--- src/rtl/bus_pkg.sv ---
// bus_pkg: shared widths, bus typedefs and arbiter state encoding.
package bus_pkg;
   localparam int ADDR_W_DEF = 14;
   localparam int MEM_W_DEF  = 16;
   typedef logic [ADDR_W_DEF-1:0] addr_t;
   typedef logic [MEM_W_DEF-1:0]  mem_t;
   typedef enum logic [1:0] {IDLE, OWN, RECOVER} arb_state_t;
endpackage

--- src/rtl/bus_arbiter_if.sv ---
// bus_arbiter_if: per-master request buses plus the shared slave-side bus.
interface bus_arbiter_if import bus_pkg::*; #(
   parameter int ADDR_WIDTH = ADDR_W_DEF,
   parameter int MEM_WIDTH  = MEM_W_DEF,
   parameter int NMASTERS   = 2
) ();
   logic [NMASTERS-1:0]            m_cyc;
   logic [NMASTERS-1:0]            m_write;
   logic [NMASTERS*ADDR_WIDTH-1:0] m_addr;
   logic [NMASTERS*MEM_WIDTH-1:0]  m_wrdata;
   logic [MEM_WIDTH-1:0]           m_rddata;
   logic [NMASTERS-1:0]            m_ack;
   logic [NMASTERS-1:0]            m_err;
   logic [ADDR_WIDTH-1:0]          s_addr;
   logic [MEM_WIDTH-1:0]           s_wrdata;
   logic                           s_cyc;
   logic                           s_write;
   logic [MEM_WIDTH-1:0]           s_rddata;
   logic                           s_ack;
   logic [NMASTERS-1:0]            grant;
   modport slave (
      input  m_cyc, m_write, m_addr, m_wrdata, s_rddata, s_ack,
      output m_rddata, m_ack, m_err, s_addr, s_wrdata, s_cyc, s_write, grant
   );
   modport master (
      output m_cyc, m_write, m_addr, m_wrdata, s_rddata, s_ack,
      input  m_rddata, m_ack, m_err, s_addr, s_wrdata, s_cyc, s_write, grant
   );
endinterface

--- src/rtl/arb_rr_pick.sv ---
// arb_rr_pick: combinational round-robin selector, search starts after last_i.
module arb_rr_pick #(
   parameter int N  = 2,
   parameter int IW = $clog2(N)
) (
   input  logic [N-1:0]  req_i,
   input  logic [IW-1:0] last_i,
   output logic [N-1:0]  win_o,
   output logic          valid_o
);
   always_comb begin
      logic [IW-1:0] idx;
      win_o   = '0;
      valid_o = 1'b0;
      idx     = '0;
      for (int k = 1; k <= N; k++) begin
         idx = IW'((int'(last_i) + k) % N);
         if (!valid_o && req_i[idx]) begin
            win_o[idx] = 1'b1;
            valid_o    = 1'b1;
         end
      end
   end
endmodule

--- src/rtl/bus_arbiter.sv ---
// bus_arbiter: non-preemptive round-robin bus arbiter with slave timeout recovery.
module bus_arbiter import bus_pkg::*; #(
   parameter int ADDR_WIDTH = ADDR_W_DEF,
   parameter int MEM_WIDTH  = MEM_W_DEF,
   parameter int NMASTERS   = 2,
   parameter int TIMEOUT    = 15
) (
   input logic         clk,
   input logic         rst,
   bus_arbiter_if.slave bus
);
   localparam int IW = $clog2(NMASTERS);
   arb_state_t            state_q, state_d;
   logic [NMASTERS-1:0]   grant_q, grant_d, win;
   logic [IW-1:0]         last_q, last_d, own_idx;
   logic [7:0]            cnt_q, cnt_d;
   logic                  valid, own, cyc, write, tmo;
   logic [ADDR_WIDTH-1:0] addr;
   logic [MEM_WIDTH-1:0]  wrdata;

   arb_rr_pick #(.N(NMASTERS)) u_pick (
      .req_i  (bus.m_cyc),
      .last_i (last_q),
      .win_o  (win),
      .valid_o(valid)
   );

   always_comb begin
      cyc     = 1'b0;
      write   = 1'b0;
      addr    = '0;
      wrdata  = '0;
      own_idx = '0;
      for (int i = 0; i < NMASTERS; i++) begin
         if (grant_q[i]) begin
            cyc     = bus.m_cyc[i];
            write   = bus.m_write[i];
            addr    = bus.m_addr[i*ADDR_WIDTH +: ADDR_WIDTH];
            wrdata  = bus.m_wrdata[i*MEM_WIDTH +: MEM_WIDTH];
            own_idx = IW'(i);
         end
      end
   end

   assign own          = state_q == OWN;
   assign bus.s_cyc    = own & cyc;
   assign bus.s_write  = own & write;
   assign bus.s_addr   = own ? addr : '0;
   assign bus.s_wrdata = own ? wrdata : '0;
   assign bus.m_rddata = bus.s_rddata;
   assign bus.m_ack    = {NMASTERS{own & bus.s_ack}} & grant_q;
   // an ack on the would-be timeout cycle wins, so tmo requires s_ack low
   assign tmo          = bus.s_cyc & ~bus.s_ack & (cnt_q == 8'(TIMEOUT - 1));
   assign bus.m_err    = {NMASTERS{tmo}} & grant_q;
   assign bus.grant    = grant_q;

   always_comb begin
      state_d = state_q;
      grant_d = grant_q;
      last_d  = last_q;
      cnt_d   = cnt_q;
      case (state_q)
         IDLE: begin
            cnt_d   = '0;
            state_d = valid ? OWN : IDLE;
            grant_d = valid ? win : '0;
         end
         OWN: begin
            cnt_d = (bus.s_ack || !cyc) ? '0 : cnt_q + 8'd1;
            if (!cyc) begin
               state_d = IDLE;
               grant_d = '0;
               last_d  = own_idx;
            end else if (tmo) begin
               state_d = RECOVER;
            end
         end
         RECOVER: begin
            if (!cyc) begin
               state_d = IDLE;
               grant_d = '0;
               last_d  = own_idx;
               cnt_d   = '0;
            end
         end
         default: state_d = IDLE;
      endcase
   end

   always_ff @(posedge clk or posedge rst) begin
      if (rst) begin
         state_q <= IDLE;
         grant_q <= '0;
         last_q  <= IW'(NMASTERS - 1);
         cnt_q   <= '0;
      end else begin
         state_q <= state_d;
         grant_q <= grant_d;
         last_q  <= last_d;
         cnt_q   <= cnt_d;
      end
   end
endmodule

--- src/flat_wrapper.sv ---
// flat-port wrapper written by rule: the top's interface ports become plain ports
module bus_arbiter_flat import bus_pkg::*;
#(
   parameter int ADDR_WIDTH = ADDR_W_DEF,
   parameter int MEM_WIDTH  = MEM_W_DEF,
   parameter int NMASTERS   = 2,
   parameter int TIMEOUT    = 15
)
  (clk, rst, bus_m_cyc, bus_m_write, bus_m_addr, bus_m_wrdata, bus_s_rddata, bus_s_ack, bus_m_rddata, bus_m_ack, bus_m_err, bus_s_addr, bus_s_wrdata, bus_s_cyc, bus_s_write, bus_grant);
  bus_arbiter_if #(.ADDR_WIDTH(ADDR_WIDTH), .MEM_WIDTH(MEM_WIDTH), .NMASTERS(NMASTERS)) bus_i ();
  input logic clk;
  input logic rst;
  input wire logic [$bits(bus_i.m_cyc)-1:0] bus_m_cyc;
  input wire logic [$bits(bus_i.m_write)-1:0] bus_m_write;
  input wire logic [$bits(bus_i.m_addr)-1:0] bus_m_addr;
  input wire logic [$bits(bus_i.m_wrdata)-1:0] bus_m_wrdata;
  input wire logic [$bits(bus_i.s_rddata)-1:0] bus_s_rddata;
  input wire logic [$bits(bus_i.s_ack)-1:0] bus_s_ack;
  output wire logic [$bits(bus_i.m_rddata)-1:0] bus_m_rddata;
  output wire logic [$bits(bus_i.m_ack)-1:0] bus_m_ack;
  output wire logic [$bits(bus_i.m_err)-1:0] bus_m_err;
  output wire logic [$bits(bus_i.s_addr)-1:0] bus_s_addr;
  output wire logic [$bits(bus_i.s_wrdata)-1:0] bus_s_wrdata;
  output wire logic [$bits(bus_i.s_cyc)-1:0] bus_s_cyc;
  output wire logic [$bits(bus_i.s_write)-1:0] bus_s_write;
  output wire logic [$bits(bus_i.grant)-1:0] bus_grant;
  assign bus_i.m_cyc = bus_m_cyc;
  assign bus_i.m_write = bus_m_write;
  assign bus_i.m_addr = bus_m_addr;
  assign bus_i.m_wrdata = bus_m_wrdata;
  assign bus_i.s_rddata = bus_s_rddata;
  assign bus_i.s_ack = bus_s_ack;
  assign bus_m_rddata = bus_i.m_rddata;
  assign bus_m_ack = bus_i.m_ack;
  assign bus_m_err = bus_i.m_err;
  assign bus_s_addr = bus_i.s_addr;
  assign bus_s_wrdata = bus_i.s_wrdata;
  assign bus_s_cyc = bus_i.s_cyc;
  assign bus_s_write = bus_i.s_write;
  assign bus_grant = bus_i.grant;
  bus_arbiter #(.ADDR_WIDTH(ADDR_WIDTH), .MEM_WIDTH(MEM_WIDTH), .NMASTERS(NMASTERS), .TIMEOUT(TIMEOUT)) u_core (.clk(clk), .rst(rst), .bus(bus_i));
endmodule
--- config.mk ---
export PLATFORM = sky130hd
export DESIGN_NAME = bus_arbiter_flat
export DESIGN_NICKNAME = d
export VERILOG_FILES = /design/src/rtl/bus_pkg.sv /design/src/rtl/bus_arbiter_if.sv /design/src/rtl/arb_rr_pick.sv /design/src/rtl/bus_arbiter.sv /design/src/flat_wrapper.sv
export SDC_FILE = /design/constraint.sdc
export NUM_CORES = 1
export LEC_CHECK = 0
export BUFFER_PORTS_ARGS = -buffer_cell sky130_fd_sc_hd__buf_2
export CAP_MARGIN = 5
export CORE_ASPECT_RATIO = 1.4
export CORE_MARGIN = 2
export CORE_UTILIZATION = 39
export CTS_CLUSTER_SIZE = 8
export DETAILED_ROUTE_END_ITERATION = 7
export PLACE_DENSITY = 0.86
export SYNTH_ARGS = -nofsm -noshare
export SYNTH_HDL_FRONTEND = slang
export SYNTH_SLANG_ARGS = --single-unit
--- constraint.sdc ---
create_clock -name clk -period 4.1 [get_ports clk]
set_input_delay 0.82 -clock clk [delete_from_list [all_inputs] [get_ports clk]]
set_output_delay 0.82 -clock clk [all_outputs]
set_load 0.02 [all_outputs]
==> results of run 1 <==
[cell usage in the layout (no fill, tap or decap)]
master | synthesis | layout
and4b_4 | 1 | 1
a31oi_1 | 5 | 5
mux2i_1 | 2 | 2
o21ai_0 | 3 | 3
nand2_2 | 1 | 1
or3_1 | 1 | 1
o22ai_1 | 1 | 1
a32o_1 | 1 | 1
inv_1 | 6 | 6
o21a_1 | 1 | 1
a211o_1 | 1 | 1
nor2_1 | 34 | 34
o21ai_1 | 1 | 1
nand2b_1 | 5 | 5
nor3_1 | 2 | 2
ha_1 | 6 | 6
a22oi_1 | 31 | 31
buf_2 | 0 | 104
nand3b_1 | 1 | 1
nand4b_1 | 1 | 1
o31ai_1 | 1 | 1
nand2_1 | 7 | 7
dfstp_2 | 1 | 1
buf_4 | 17 | 2
a41oi_1 | 2 | 2
a21oi_1 | 8 | 8
inv_2 | 1 | 1
nand4_1 | 1 | 1
nand3_1 | 5 | 5
a311oi_4 | 1 | 1
a211oi_2 | 2 | 2
clkbuf_1 | 10 | 1
and4_1 | 1 | 1
dfrtp_1 | 12 | 12
and3_1 | 3 | 3
o311ai_2 | 1 | 1
and2_1 | 3 | 3
clkbuf_8 | 0 | 3
nor2b_2 | 0 | 1
[cell families (layout without fill, tap and decap cells)]
group,count (synthesis),count (layout)
and+or+nand+nor,67,67
AOI/OAI and AO/OA,59,59
buffers and inverters,34,117
DFF,13,13
adders and majority gates,6,6
muxes,2,2
[critical path: cells and delay by family, from the launching register on]
| family | cells | cell delay (ns) |
|---|---|---|
| AOI/OAI and AO/OA | 1 | 0.32 |
| buffers and inverters | 2 | 0.54 |
| DFF | 1 | 0.74 |
| and+or+nand+nor | 3 | 0.52 |
[layer usage]
| metal | track usage [%] | wire (microns) | vias to the layer above | part of all wire, % |
|---|---|---|---|---|
| met5 | 0 | 0 | - | 0 |
| met4 | 10.6 | 95 | 0 | 2.1 |
| met3 | 4.02 | 374 | 9 | 8.2 |
| met2 | 35.1 | 2280 | 101 | 50 |
| met1 | 33.8 | 1830 | 777 | 40 |
| li1 | - | - | 811 | - |
[worst paths after layout]
kind / from / end / slack [ns] / cells after the start
worst max-delay path: u_core.bus.grant[1] / bus_m_err[0] / 0.90 / 6
worst min-delay path: u_core.cnt_q[7] / u_core.cnt_q[7] / 0.52 / 1
worst max register to register: u_core.bus.grant[1] / u_core.cnt_q[3] / 1.74 / 5
worst min register to register: u_core.cnt_q[7] / u_core.cnt_q[7] / 0.52 / 1
max in group asynchronous: rst / u_core.last_q / 3.15 / 2
min in group asynchronous: rst / u_core.state_q[0] / 0.58 / 2
[per-stage QoR]
stage	util [%]	power (mW)
after CTS	54.8	0.873
after detailed placement	53.5	0.752
after global placement	53.5	0.745
after global routing	54.8	0.945
after floorplan	-	0.601
final	54.8	0.874
[power by group through the flow]
stage / logic, mW / clock network [mW] / registers [mW]
finish: 0.564 / 0.122 / 0.188
global route: 0.622 / 0.129 / 0.194
CTS: 0.563 / 0.123 / 0.188
detailed placement: 0.562 / 0 / 0.190
global placement: 0.558 / 0 / 0.188
floorplan: 0.431 / 0 / 0.170
[registers in the layout, summed over array words and instances (netlist names)]
| register | cells |
|---|---|
| u_core.bus.grant | 2 |
| u_core.cnt_q | 8 |
| u_core.last_q | 1 |
| u_core.state_q | 2 |
[cell type report]
cell class	count	area, sq um
well taps	40	50.0
clock buffers	4	45.0
inverters	7	26.3
repair buffers	106	536
fillers	317	1530
multi-input cells	134	868
flip-flops and latches	13	327
==> results.md, run 1 <==
- Syn Inst Count: ~180
- Final Hold Fails: 0
- GRT Util Overall: around a quarter
- Fin cells: 304
- Number of I/O pins: between 100 and 150
- Crit Path Max Fanout: 24
- Largest area contributor in the netlist: dfrtp_1
- WL per Instance: around 15 microns
- P_sw: about 460 uW
- Worst Path Arrival: roughly 2.4 ns
- Max Clk Rate: between 0.3 and 0.4 GHz
- Num CTS Buffers: 3
- Setup TNS: 0 ns
- Top FF cell, synth: dfrtp_1
- Compound-gate portion of the synthesized area: ~32%
- Adder-cell share of the synthesized area: 5.42%
- Unrepaired setup endpoints after global routing: false
- Max VDD drop: around 0.3 mV
- Vias/cell: roughly 5.6
- Initial Util: 41.0%
- Routed WL: around 4600 microns
- Combinational share of power: ~65%
- Cell Area, Synth: between 1000 and 1500 sq um
- Die extent in y: approximately 74 microns
- Clock sinks: 13
- CP cell instances: buf_4, nand2_1, a211o_1, nor2_1, and2_1, buf_2
- H-tree levels: 1
- Syn avg cell area: roughly 7.6 sq um
- Quantity of gates resized following cts: 0
- Hold WS: about 0.52 ns
- Placer Congestion: 0.942
- Largest net degree at the start of global routing: 36
- Largest cells by area after synthesis: dfrtp_1 22%, a22oi_1 17%, buf_4 9.2%
- Antenna Nets Post-Route: 0
- Top-area cell type share of the netlist area: between 20% and 30%
- Worst-path clk slew: approximately 0.05 ns
- Count of TritonRoute iterations in the first routing pass: 4
- Layout cell share with drive strength beyond 1: approximately 45%
- Status: finished clean
- Setup repair bufs after CTS: 0
- IO Port Bufs: 104
- Final nets: around 350
- Finished Cell Area: 1850 sq um
- Slew HR: between 50% and 60%
- Setup Viol. Count Final: 0
- TritonCTS clock tree: yes
- Async SR Flop Fraction: between 90% and 100%
- Area after DPL: about 1800 sq um
- CTS root buf: clkbuf_8
- Clock tree buffer depth: 2
- Setup CP Type: register to output port
- Hold Buf Count CTS: 0
- Tmin final: approximately 3.2 ns
- Pwr Density: about 470 nW/um^2
- Placed cells: 300
- Num rows: 25
- Diodes inserted: 0
- Grt ovf: 0
- Dpl hpwl: between 3000 and 4000 microns
- Post-synthesis simple-gate area fraction: between 20% and 30%
- DR vias: around 1700
- Net Count, Synth: 270
- Library cells used by synthesis: 37
- DR iter-0 viols: 77
- Most common cell in the netlist: nor2_1
- Post-synthesis sequential area ratio: between 20% and 30%
- Crit path capture type: output port
- Hold Path Class: register to register
- Global-route wire length before repair: roughly 7100 microns
- Die width: roughly 54 microns
- DP Worst Slack: around 1.2 ns
- Core Region: roughly 3400 sq um
- Syn. warnings: 0
- Yosys reg bits: 13
- Synthesis-to-finish area growth: 33.8%
- Startpoint types: register
- Pint: between 400 and 500 uW
- Drt drc: 0
- Crit-path max cell delay: between 0.7 and 0.8 ns
- Xor/xnor share of the synthesized area: 0%
- Skew final: roughly 0.0076 ns
- Mux cell area share after synthesis: about 1.4%
- Worst-Margin Slew: roughly 0.63 ns
- Synth cell count leaders: 34 x nor2_1, 31 x a22oi_1, 17 x buf_4
- Number of global-route vias before repair: around 1500
- Period utilisation layout: between 70% and 80%
- Sw Share: ~53%
- Reg power frac: about 22%
- Clk_lat worst skew: ~0.26 ns
- Leakage power: between 0.9 and 1 nW
- Crit-path slowest cell: dfrtp_1
- DIE AREA: 4050 sq um
- Combinational family with the most area after synthesis: compound AO/OA/AOI/OAI gates
- Slew Viols, Final: 0
- Initial antenna violation count: 0
- Clk pwr share: around 14%
- Final WS setup: around 0.90 ns
- Max-cap violations: 0
- CP required: about 3.3 ns
- Number of enable flip-flop cells after synthesis: 0
No activity file was read; power rests on OpenSTA's default activity.
==> run 2: changes to the inputs <==
- CORE_UTILIZATION: 39 -> 36
- PLACE_DENSITY: 0.86 -> 0.81
- clock period: 4.1 -> 3.2 ns (I/O delays scaled with it)
==> results.md, run 2 (synthesis gave the netlist of run 1 again) <==
- WL per Instance: 14.5 microns (-3.8%)
- Dpl hpwl: 3590 microns (-2.3%)
- Hold WS: 0.416 ns (-0.100 ns)
- Placer Congestion: 0.981 (+4.2%)
- Commonest non-fill, non-tap cell in the layout: buf_2
- Clk_lat worst skew: 0.24 ns (-0.02 ns)
- Reg2Reg Depth: 5 (unchanged)
- Clock tree buffer depth: 2 (unchanged)
- Pwr Density: 604 nW/um^2 (+28%)
- Slew Viols, Final: 0 (unchanged)
- Most frequent cells in the layout: 104 x buf_2, 34 x nor2_1, 31 x a22oi_1
- Worst-Margin Slew: 0.605 ns (-0.0251 ns)
- Quantity of gates resized following cts: 0 (unchanged)
- IO Port Bufs: 104 (unchanged)
- Max-cap violations: 0 (unchanged)
- Number of global-route vias before repair: 1548 (+2.1%)
- Synthesis-to-finish area growth: 34.5%
- TritonCTS clock tree: yes
- Die width: 56.4 microns (+3.8%)
- Setup CP Type: register to output port
- CTS root buf: clkbuf_8
- Leakage power: 0.975 nW (+0.55%)
- Layout cell share with drive strength beyond 1: 44.9% (+0.21 points)
- Crit Path Max Fanout: 35 (+46%)
- Setup repair bufs after CTS: 0 (unchanged)
- Global-route wire length before repair: 7020 microns (-0.78%)
- Hold Buf Count CTS: 0 (unchanged)
- Tmin final: 2.64 ns
- Skew final: 0.00150 ns (-0.00613 ns)
- Diodes inserted: 0 (unchanged)
- Setup Viol. Count Final: 0 (unchanged)
- Vias/cell: 5.43 (-2.8%)
- Count of TritonRoute iterations in the first routing pass: 4 (unchanged)
- Max reg flops: 8 (unchanged)
- Largest net degree at the start of global routing: 37 (+2.8%)
- Max Clk Rate: 0.379 GHz
- Grt ovf: 0 (unchanged)
- GRT Util Overall: 19.7% (-4.1 points)
- Worst-path clk slew: 0.05 ns (about the same)
- Hold Path Class: input port to asynchronous set/reset pin
- Number of I/O pins: 137 (unchanged)
- Reg with most FFs: u_core.cnt_q
- Clock sinks: 13 (unchanged)
- CP required: 2.56 ns (-0.72 ns)
- DR vias: 1666 (-1.9%)
- Initial antenna violation count: 0 (unchanged)
- Antenna Nets Post-Route: 0 (unchanged)
- Routed WL: 4450 microns (-2.8%)
- Core Region: 3680 sq um (+8.8%)
- Crit path capture type: output port
- Drt drc: 0 (unchanged)
- Die extent in y: 77.4 microns (+3.9%)
- DR iter-0 viols: 69 (-10%)
- Num rows: 26 (+4.0%)
- Period utilisation layout: just over 80%
- Slew HR: 59.5% (+1.5 points)
- Startpoint types: register
- Initial Util: 37.6% (-3.3 points)
- Status: finished clean
- Max VDD drop: 0.365 mV (+21%)
- Final Hold Fails: 0 (unchanged)
- Setup TNS: 0 ns (unchanged)
- Worst Path Arrival: 2.00 ns (-0.38 ns)
- H-tree levels: 1 (unchanged)
- Unrepaired setup endpoints after global routing: false
- DIE AREA: 4360 sq um (+7.8%)
- Final nets: 355 (+0.28%)
- Num CTS Buffers: 3 (unchanged)
-- run 2: cell types whose count changed in the layout (fill, tap and decap cells not counted), sizes merged --
cell  before  now
buf      106  107
-- run 2: stage by stage --
step                instance area, sq um  setup WS, ns  cells  utilization (%)  power [mW]
floorplan                           1380          1.05    181                -       0.770
detailed placement                  1820         0.796    303             49.4       0.979
global placement                    1820         0.819    303             49.4       0.962
global route                        1860         0.368    307             50.6        1.22
CTS                                 1860         0.553    307             50.6        1.13
finish                              1860         0.564    307             50.6        1.13
-- run 2: critical path, stage by stage, from the launching register on --
cell	delay (ns)
dfrtp_1	0.41
inv_1	0.09
ha_1	0.22
inv_2	0.25
a211o_1	0.36
nor2_1	0.13
and2_1	0.13
buf_2	0.15
-- run 2: layer usage --
| layer | GRT usage [%] | part of all wire [%] | vias up |
|---|---|---|---|
| li1 | - | - | 813 |
| met1 | 26.0 | 40 | 744 |
| met2 | 33.5 | 49 | 109 |
| met3 | 4.17 | 11 | 0 |
| met4 | 3.33 | 0 | 0 |
| met5 | 0 | 0 | - |
-- run 2: path summary, 6_finish.rpt --
kind / startpoint / end / slack (ns)
min in group clk: u_core.cnt_q[7] / u_core.cnt_q[7] / 0.50
setup reg to reg: u_core.bus.grant[1] / u_core.cnt_q[3] / 1.02
setup / recovery: u_core.state_q[1] / bus_m_err[1] / 0.56
max in group asynchronous: rst / u_core.last_q / 2.43
hold / removal: rst / u_core.bus.grant[0] / 0.42
hold reg to reg: u_core.cnt_q[7] / u_core.cnt_q[7] / 0.50
-- run 2: layout make-up --
class | count | area (sq um)
Sequential cell | 13 | 327
Inverter | 7 | 26.3
Fill cell | 384 | 1810
Multi-Input combinational cell | 134 | 868
Clock buffer | 4 | 45.0
Tap cell | 42 | 52.6
Timing Repair Buffer | 107 | 543
-- run 2: where the power goes --
group          switching, mW  total (mW)  internal [mW]  leakage (nW)
Sequential            0.0358       0.225          0.189         0.174
Combinational          0.495       0.754          0.259         0.778
Clock                 0.0582       0.146         0.0880        0.0228
Total                  0.590        1.13          0.536         0.975
==> run 3: changes to the inputs <==
- CORE_UTILIZATION: 36 -> 33
- PLACE_DENSITY: 0.81 -> 0.78
- clock period: 3.2 -> 2.4 ns (I/O delays scaled with it)
==> results.md, run 3 (synthesis gave the netlist of run 1 again) <==
- Tmin final: 2.27 ns
- Final Hold Fails: 0 (unchanged)
- Num rows: 27 (+3.8%)
- DR iter-0 viols: 120 (+74%)
- DIE AREA: 4730 sq um (+8.5%)
- H-tree levels: 1 (unchanged)
- Setup Viol. Count Final: 0 (unchanged)
- Vias/cell: 5.38 (-0.85%)
- Hold Path Class: input port to asynchronous set/reset pin
- Worst Path Arrival: 1.79 ns (-0.21 ns)
- Max VDD drop: 0.346 mV (-5.3%)
- Initial Util: 34.7% (-2.9 points)
- Max Clk Rate: approximately 0.44 GHz
- Quantity of gates resized following cts: 0 (unchanged)
- Worst-path clk slew: 0.05 ns (about the same)
- Pwr Density: 805 nW/um^2 (+33%)
- Startpoint types: register
- Setup repair bufs after CTS: 0 (unchanged)
- Leakage power: 0.985 nW (+1.1%)
- Status: finished, violations left
- Number of I/O pins: 137 (unchanged)
- Synthesis-to-finish area growth: 36.0%
- Slew Viols, Final: 0 (unchanged)
- Global-route wire length before repair: 7420 microns (+5.7%)
- Grt ovf: 0 (unchanged)
- GRT Util Overall: 20.1% (+0.37 points)
- Hold Buf Count CTS: 0 (unchanged)
- Violated checks: DRC
- Crit path capture type: output port
- Layout cell share with drive strength beyond 1: 45.3% (+0.41 points)
- WL per Instance: 15.0 microns (+3.2%)
- Clock sinks: 13 (unchanged)
- Number of global-route vias before repair: 1656 (+7.0%)
- IO Port Bufs: 104 (unchanged)
- Clock tree buffer depth: 2 (unchanged)
- Period utilisation layout: 94.5%
- Crit Path Max Fanout: 8 (-77%)
- Count of TritonRoute iterations in the first routing pass: 6 (+2)
- Slew HR: 66.9% (+7.4 points)
- CP required: 1.92 ns (-0.64 ns)
- Setup TNS: 0 ns (unchanged)
- Routed WL: 4640 microns (+4.2%)
- Most frequent cells in the layout: 104 x buf_2, 34 x nor2_1, 31 x a22oi_1
- Skew final: 0.00143 ns (-0.0000668 ns)
- CTS root buf: clkbuf_8
- Placer Congestion: 0.922 (-6.0%)
- Drt drc: 7 (+7)
- Reg with most FFs: u_core.cnt_q
- Die extent in y: 80.6 microns (+4.2%)
- DP Worst Slack: 0.341 ns (-0.455 ns)
- Largest net degree at the start of global routing: 35 (-5.4%)
- Unrepaired setup endpoints after global routing: false
- Antenna Nets Post-Route: 0 (unchanged)
- Num CTS Buffers: 3 (unchanged)
- Tot Pwr: 1.51 mW (+35%)
- DR vias: 1668 (+0.12%)
- Worst-Margin Slew: 0.496 ns (-0.109 ns)
- Diodes inserted: 0 (unchanged)
- Core Region: 3990 sq um (+8.4%)
- TritonCTS clock tree: yes
- Clk_lat worst skew: 0.25 ns (about the same)
- Dpl hpwl: 3860 microns (+7.6%)
- Initial antenna violation count: 1 (+1)
- Max reg flops: 8 (unchanged)
- Die width: 58.7 microns (+4.1%)
- Max-cap violations: 0 (unchanged)
- Commonest non-fill, non-tap cell in the layout: buf_2
- Final nets: 357 (+0.56%)
- Setup CP Type: register to output port
- Final WS setup: 0.133 ns (-0.431 ns)
run 3: cell types whose count changed in the layout (fill, tap and decap cells not counted):
| cell | previous run | this run |
|---|---|---|
| buf_4 | 3 | 4 |
| buf_6 | 0 | 1 |
run 3: final cells by class:
class,instances,area (sq um)
clock buffers,4,45.0
fillers,417,2100
inverters,7,26.3
multi-input cells,134,868
flip-flops and latches,13,327
well taps,43,53.8
repair buffers,109,562
run 3: where the power goes:
group	internal, mW	switching (mW)	total [mW]
combinational	0.363	0.661	1.02
clock	0.118	0.0808	0.198
sequential	0.252	0.0405	0.293
run 3: through the flow:
step / hold WS (ns) / area [sq um] / utilization [%] / std cells
final: 0.247 / 1880 / 47.2 / 310
after floorplan: 0.356 / 1380 / - / 181
after CTS: 0.265 / 1880 / 47.1 / 310
after global routing: 0.297 / 1880 / 47.2 / 310
after detailed placement: 0.497 / 1830 / 46.0 / 306
after global placement: 0.491 / 1830 / 46.0 / 306
run 3: layer usage:
metal	wire length, microns	vias to the layer above	global-route usage (%)
li1	-	818	-
met1	1820	728	25.5
met2	2150	113	32.2
met3	586	9	5.96
met4	86	0	6.36
met5	0	-	0
run 3: path summary, 6_finish.rpt:
kind                                      from              end  slack, ns  cells past startpoint
max in group asynchronous                  rst    u_core.last_q       1.80                      2
hold / removal                             rst  u_core.cnt_q[7]       0.25                      2
setup / recovery           u_core.bus.grant[1]     bus_m_err[0]       0.13                      5
hold reg to reg                u_core.cnt_q[2]  u_core.cnt_q[2]       0.51                      1
setup reg to reg             u_core.state_q[0]  u_core.cnt_q[3]       0.41                      6
min in group clk               u_core.cnt_q[2]  u_core.cnt_q[2]       0.51                      1
run 3: critical path, stage by stage, from the launching register on:
cell	delay [ns]
dfrtp_1	0.46
nand3b_1	0.30
a211o_1	0.36
nor2_1	0.13
and2_1	0.13
buf_2	0.15
